<file path="config.mk">
export PLATFORM = sky130hd
export DESIGN_NAME = pipe_stage_elastic
export DESIGN_NICKNAME = d
export VERILOG_FILES = /design/src/rtl/pipe_pkg.sv /design/src/rtl/sat_counter.sv /design/src/rtl/pipe_stage_elastic.sv
export SDC_FILE = /design/constraint.sdc
export NUM_CORES = 1
export LEC_CHECK = 0
export BUFFER_PORTS_ARGS = -buffer_cell sky130_fd_sc_hd__buf_2
export CAP_MARGIN = 25
export CORE_ASPECT_RATIO = 2
export CORE_MARGIN = 8
export CORE_UTILIZATION = 44
export DETAILED_ROUTE_END_ITERATION = 16
export PLACE_DENSITY_LB_ADDON = 0.3
export SLEW_MARGIN = 20
export SYNTH_ARGS = -nofsm -noshare
export SYNTH_HDL_FRONTEND = slang
export SYNTH_SLANG_ARGS = --single-unit
</file>
<file path="constraint.sdc">
create_clock -name clk -period 2.2 [get_ports clk]
set_clock_uncertainty 0.2 [all_clocks]
set_input_delay 0.44 -clock clk [delete_from_list [all_inputs] [get_ports clk]]
set_output_delay 0.44 -clock clk [all_outputs]
set_load 0.02 [all_outputs]
</file>
<file path="src/rtl/pipe_pkg.sv">
// Shared definitions for elastic pipeline stages: occupancy encoding,
// default bubble instruction and payload word slicing helper.
package pipe_pkg;

    typedef enum logic [1:0] {
        ST_EMPTY = 2'd0,
        ST_ONE   = 2'd1,
        ST_TWO   = 2'd2
    } occ_e;

    localparam logic [31:0] NOP_DEFAULT = 32'd0;

    // LSB position of payload word k in a packed bus of w-bit words
    function automatic int word_lsb(input int k, input int w);
        return k * w;
    endfunction

endpackage

</file>
<file path="src/rtl/sat_counter.sv">
// Saturating up-counter for pipeline performance events; clamps at all-ones.
module sat_counter #(
    parameter int CNT_W = 16
) (
    input  logic             clk,
    input  logic             clrn,
    input  logic             inc,
    output logic [CNT_W-1:0] count
);

    logic [CNT_W-1:0] count_q;
    logic [CNT_W-1:0] count_d;

    always_comb begin
        count_d = count_q;
        if (inc && (count_q != {CNT_W{1'b1}})) begin
            count_d = count_q + 1'b1;
        end
    end

    always_ff @(posedge clk) begin
        if (!clrn) begin
            count_q <= '0;
        end else begin
            count_q <= count_d;
        end
    end

    assign count = count_q;

endmodule

</file>
<file path="src/rtl/pipe_stage_elastic.sv">
// Elastic pipeline stage register: instruction plus payload words with
// valid/ready handshake, optional 2-entry skid buffer, flush and stall counter.
module pipe_stage_elastic
    import pipe_pkg::*;
#(
    parameter int              IR_W     = 32,
    parameter int              DATA_W   = 32,
    parameter int              NUM_DATA = 2,
    parameter int              SKID     = 1,
    parameter logic [IR_W-1:0] NOP      = IR_W'(NOP_DEFAULT),
    parameter int              CNT_W    = 16
) (
    input  logic                       clk,
    input  logic                       clrn,
    input  logic                       flush,
    input  logic                       in_valid,
    output logic                       in_ready,
    input  logic [IR_W-1:0]            in_ir,
    input  logic [NUM_DATA*DATA_W-1:0] in_data,
    output logic                       out_valid,
    input  logic                       out_ready,
    output logic [IR_W-1:0]            out_ir,
    output logic [NUM_DATA*DATA_W-1:0] out_data,
    output logic [CNT_W-1:0]           stall_cnt
);

    localparam int PW = NUM_DATA * DATA_W;

    occ_e            state_q, state_d;
    logic [IR_W-1:0] main_ir_q, main_ir_d;
    logic [PW-1:0]   main_data_q, main_data_d;
    logic [IR_W-1:0] skid_ir_q, skid_ir_d;
    logic [PW-1:0]   skid_data_q, skid_data_d;

    logic ready_base;
    logic in_xfer;
    logic out_xfer;

    // Skid variant registers ready; pass-through variant looks at out_ready
    generate
        if (SKID != 0) begin : g_skid
            assign ready_base = (state_q != ST_TWO);
        end else begin : g_noskid
            assign ready_base = ~out_valid | out_ready;
        end
    endgenerate

    assign in_ready  = ready_base & ~flush & clrn;
    assign out_valid = (state_q != ST_EMPTY);
    assign in_xfer   = in_valid & in_ready;
    assign out_xfer  = out_valid & out_ready;

    always_comb begin
        state_d     = state_q;
        main_ir_d   = main_ir_q;
        main_data_d = main_data_q;
        skid_ir_d   = skid_ir_q;
        skid_data_d = skid_data_q;
        if (flush) begin
            state_d = ST_EMPTY;
        end else begin
            case (state_q)
                ST_EMPTY: begin
                    if (in_xfer) begin
                        state_d     = ST_ONE;
                        main_ir_d   = in_ir;
                        main_data_d = in_data;
                    end
                end
                ST_ONE: begin
                    if (in_xfer && out_xfer) begin
                        main_ir_d   = in_ir;
                        main_data_d = in_data;
                    end else if (in_xfer && (SKID != 0)) begin
                        state_d     = ST_TWO;
                        skid_ir_d   = in_ir;
                        skid_data_d = in_data;
                    end else if (out_xfer) begin
                        state_d = ST_EMPTY;
                    end
                end
                ST_TWO: begin
                    if (out_xfer) begin
                        state_d     = ST_ONE;
                        main_ir_d   = skid_ir_q;
                        main_data_d = skid_data_q;
                    end
                end
                default: state_d = ST_EMPTY;
            endcase
        end
    end

    always_ff @(posedge clk) begin
        if (!clrn) begin
            state_q     <= ST_EMPTY;
            main_ir_q   <= NOP;
            main_data_q <= '0;
            skid_ir_q   <= NOP;
            skid_data_q <= '0;
        end else begin
            state_q     <= state_d;
            main_ir_q   <= main_ir_d;
            main_data_q <= main_data_d;
            skid_ir_q   <= skid_ir_d;
            skid_data_q <= skid_data_d;
        end
    end

    // Payload keeps its last value when empty; only the instruction bubbles
    assign out_ir   = out_valid ? main_ir_q : NOP;
    assign out_data = main_data_q;

    sat_counter #(
        .CNT_W(CNT_W)
    ) u_stall_cnt (
        .clk  (clk),
        .clrn (clrn),
        .inc  (out_valid & ~out_ready),
        .count(stall_cnt)
    );

endmodule

</file>
-- After elaboration in Yosys (flattened, before gate mapping)
Cells that the tools add are included.
- register bits after elaboration: 210
- add/sub/neg operators: 1
- eq/ne operators: 9
- muxes and demuxes: 15
- bitwise logic cells: 9
- reduce and logical (&&, ||, !) cells: 9
- operators with widths (cell ; count):
    $mux 64 ; 3
    $pmux 64 s3 ; 1
    $mux 32 ; 4
    $pmux 32 s3 ; 1
    $add 16x1->16 const B ; 1
    $ne 16x16->1 const B ; 1
    $mux 2 ; 5
    $ne 2x2->1 const B ; 5
    $reduce_and 4->1 ; 2
    $pmux 2 s3 ; 1
    $and 1x1->1 ; 5
    $reduce_and 5->1 ; 1
    $not 1->1 ; 4
    $ne 3x3->1 const B ; 1
    $reduce_bool 3->1 ; 1
    $eq 2x1->1 const B ; 1
    $eq 2x2->1 const B ; 1
    $logic_and 1x1->1 ; 2
    $logic_not 2->1 ; 1
    $reduce_bool 2->1 ; 1
    $reduce_or 2->1 ; 1

-- Longest topological paths before layout
- depth after elaboration: 7
- mapped depth: 8
- mapped depth without buffers: 5

-- Cells and area by module
Synthesis repeated with hierarchy kept, for this count alone.
- cells, all modules: 1139
- area, all modules: 10273.6 um2
- by module, submodules not included (module ; times used ; cells an instance ; area an instance (um2) ; seq. area each (um2)):
    pipe_stage_elastic ; 1 ; 1042 ; 9436.6 ; 3883.7
    sat_counter ; 1 ; 97 ; 837.1 ; 320.3

-- Worst setup path after synthesis
No wires, ideal clock.
- kind: register to register
- start: reg u_stall_cnt.count_q[0], in the netlist u_stall_cnt.count[0]
- end: reg u_stall_cnt.count_q[12], in the netlist u_stall_cnt.count[12]
- data arrival time: 1.700 ns
- required time: 1.930 ns
- setup slack: 0.229 ns
- cell stages (with the launch flop): 7
- cell sequence: dfxtp_1 > ha_1 > and3_1 > buf_2 > nand3_1 > or4b_1 > a21oi_1
- word-level cells in the longest chain between the ends: 2
- ends and longest elaborated chain (what ; line ; RTL):
    from (decl) ; sat_counter.sv:11 ; logic [CNT_W-1:0] count_q;
    from (signal assigned) ; sat_counter.sv:25 ; count_q <= count_d;
    branches (longest 2 deep; another with $add 16x1->16) ; -- ;
Parallel ways; which one is timed is not known.
A chain may end at the register's enable or synchronous reset.

-- Worst setup path after layout
- start: reg state_q[0]
- end: out out_ir[31]
- word-level cells in the longest chain between the ends: 2
- ends and longest elaborated chain (what ; line ; RTL):
    from (decl) ; pipe_stage_elastic.sv:29 ; occ_e state_q, state_d;
    from (signal assigned) ; pipe_stage_elastic.sv:102 ; state_q <= state_d;
    $reduce_bool 2->1 ; pipe_stage_elastic.sv:49 ; assign out_valid = (state_q != ST_EMPTY);
    $mux 32 ; pipe_stage_elastic.sv:111 ; assign out_ir = out_valid ? main_ir_q : NOP;
    to (decl) ; pipe_stage_elastic.sv:22 ; output logic [IR_W-1:0] out_ir,
No other way between the ends.

==> impl_metrics.yaml <==
timing:
  slew_headroom: 0.430
  finalCritPeriodShare: 1.00
  tightest_slew_ps: 855
  hold_viol: 0
  max_clock_freq_ghz: 0.453
  period_needed_ps: 2210
  setup_viol: 2
  setup_ws_ps: -9.83
  final_max_slew_viol_count: 0
  rsz0062_at_grt: "true"
placed_design:
  numPortBuffers: 214
  dpl.hpwl_mm: 18.5
  place_area_mm2: 0.0106
  gp_congestion: 0.907
  dp.cells: 1529
clock_network:
  root_buffer: "clkbuf_16"
  cts_tree: "built"
  clk_path_buf_depth: 3
  clock_latency_ps: 500
  clkTransAtPathRegs_ps: 70
  clock-sinks: 210
  cts-htree-levels: 1
  cts_buffers: 20
synth:
  synth_fp_nets: 1224
  synth_top_family_by_area: "simple AND/OR/NAND/NOR gates"
  synth_edf_count: 0
  synth_area_leader_cell: "dfxtp_1"
  synth_area_leaders: "dfxtp_1 (45%), nand2_1 (16%), nand3b_1 (7.9%)"
  async_reset_ff_frac: 0
  synth_compound_area_frac: 0.194
  synth_xor_xnor_area_share: 0
  ys_seq_area_frac: 0.451
  syn_area_per_cell_um2: 8.31
  muxShareOfSynthArea: 0.00215
  synth.most_common_cell: "nand2_1"
  yosys_register_bits: 210
  synth_cells: 1122
  synth_top_area_frac: 0.451
  synth_common_cells: "nand2_1 (395), dfxtp_1 (210), a21oi_1 (107), nand3b_1 (98), clkbuf_1 (62)"
  synth_top_flop_cell: "dfxtp_1"
  synthSimpleGateAreaFrac: 0.293
  ys_types: 50
  synthAdderAreaFrac: 0.00134
  yosysWarningCount: 0
  syn-cell-area_mm2: 0.00933
die:
  initial_utilization: 0.446
  core_area_mm2: 0.0209
  die_w_um: 119
  die_h_um: 222
  dieArea_mm2: 0.0264
  num_io_pins: 215
  num_rows: 75
pwr:
  netSwitchingPower_mw: 2.14
  clockPowerShare: 0.405
  seq_power_share: 0.471
  cell_internal_pwr_mw: 6.38
  p_per_area_mw_per_mm2: 700
  switching_share: 0.251
  leakagePower_nw: 4.90
  p_comb_frac: 0.124
  peakVddDrop_uv: 543
routing:
  drt_wl_total_mm: 29.2
  drt-vias-per-instance: 5.50
  drtIter0Drc: 556
  drc: 0
  ant_nets: 0
  num_vias: 9073
  drt_first_pass_iters: 5
  wl_per_cell_um: 17.7
worst_setup_path:
  r2r_slack_ps: 260
  cp-start-kind: "register"
  path_max_fanout: 6
  cp_data_arrival_time_ps: 1570
  crit_slowest_cell: "dfxtp_2"
  end_kind: "output pin"
  path_delay_family: "simple AND/OR/NAND/NOR gates"
  crit_chain: "nor2_4 > buf_8 > and2b_2 > buf_6"
  worstRegToRegCells: 4
  cp.required_ps: 1560
  max_stage_delay_ps: 330
  critPathBufInv: 2
  reg2reg_to: "u_stall_cnt.count[6]"
  critical_path_class: "register to output pin"
  r2r_start: "u_stall_cnt.count[8]"
global_route:
  antenna_found_initial: 2
  grt_max_degree: 98
  overflow: 0
  globalRouteMet3Util: 0.0360
  grt_util_met2: 0.386
  grt_pass1_vias: 9099
  met1_usage: 0.234
  grt_pass1_wl_mm: 47.4
  grt_use_total: 0.215
  busiest_layer: "met2"
hold_path:
  min-delay-start: "in_data[46]"
  hold_depth: 3
  min_to: "skid_data_q[46]"
  min_path_type: "primary input to register"
finish:
  drive_above_1_share: 0.259
  nNetsFinal: 1467
  area_growth_pct: 30.5
  utilization: 0.582
  fin_area_mm2: 0.0122
  finalNonFillerCells: 1649
  fillers: 1857
status:
  violations: "negative setup slack"
  outcome: "complete, but fails checks"
flow_run:
  max_cap_violations: 0
==> cells by family after synthesis <==
| family | Yosys count |
|---|---|
| buffers and inverters | 110 |
| AOI/OAI and AO/OA | 228 |
| adders and majority gates | 1 |
| muxes | 2 |
| and+or+nand+nor | 571 |
| DFF | 210 |
==> stage by stage <==
step / setup WS [ps] / power, mW / hold slack, ps / setup TNS (ps)
after CTS: -38.9 / 8.60 / 0.442 / -444
after global placement: 172 / 5.02 / 242 / 0
after floorplan: 229 / 4.65 / 237 / 0
final: -9.83 / 8.52 / 14.8 / -10.5
after detailed placement: 171 / 5.03 / 247 / 0
after global routing: -56.1 / 8.82 / 18.4 / -961
==> what timing repair did <==
item,in CTS,in global routing
resized for setup,12,7
setup endpoints to repair,34,27
gates cloned,1,0
buffers inserted,4,0
hold buffers,78,0
hold endpoints to repair,78,0
pin swaps,1,1
==> worst max path at each step <==
stage / from / endpoint / slack, ps / cells after the start
3_5_place_dp: state_q[1] / out_ir[31] / 170 / 4
5_1_grt: state_q[0] / out_ir[17] / -60 / 4
4_1_cts: state_q[1] / out_ir[31] / -40 / 4
3_3_place_gp: state_q[1] / out_ir[31] / 170 / 4
2_1_floorplan: u_stall_cnt.count[0] / u_stall_cnt.count[12] / 230 / 6
6_report: state_q[0] / out_ir[31] / -10 / 4
==> placed cells by master, fill, tap and decap left out, types with 4 or more instances in the layout <==
cell             n
nand2_1        395
dfxtp_1        208
buf_2          203
a21oi_1        107
nand3b_1        98
dlygate4sd3_1   78
o221a_2         56
o221a_1         40
nor2b_1         29
buf_4           28
clkbuf_16       21
buf_12          12
nand4_1          6
clkbuf_8         6
clkinv_2         5
nand3_1          5
o31ai_1          5
inv_1            4
nor2_1           4
o21ai_0          4
or3_1            4
or4_1            4
==> routing by layer <==
layer  vias to the layer above  routed length [um]
li1                       4373                   -
met1                      4326               11300
met2                       302               15200
met3                        72                1430
met4                         0                1320
met5                         -                   0
==> layout make-up <==
cell class	instances	area, um2	area share
clock inverter	7	47.5	0.00391
clock buffer	28	612	0.0503
sequential	210	4210	0.346
inverter	5	20.0	0.00164
multi-input combinational	802	4620	0.379
antenna	2	5.00	0.000411
timing repair buffer	326	2330	0.191
tap	269	337	0.0276
==> worst reg2reg max path, cell delays in order (launching register included) <==
cell,delay [ps]
dfxtp_1,430
nand3_1,270
nor4_1,670
or4_1,200
a21oi_1,60
==> power groups by stage <==
stage | clock [mW] | combinational, mW | sequential [mW]
2_1_floorplan | 0 | 0.473 | 4.18
3_3_place_gp | 0 | 0.919 | 4.10
3_5_place_dp | 0 | 0.930 | 4.10
4_1_cts | 3.53 | 1.06 | 4.01
5_1_grt | 3.65 | 1.14 | 4.03
6_report | 3.45 | 1.06 | 4.02
==> sequential cells by signal, indices dropped and copies added (netlist names) <==
signal / count
main_ir_q: 32
u_stall_cnt.count: 16
out_data: 64
skid_data_q: 64
state_q: 2
skid_ir_q: 32
Note: power is estimated with default switching activity, not from simulation.
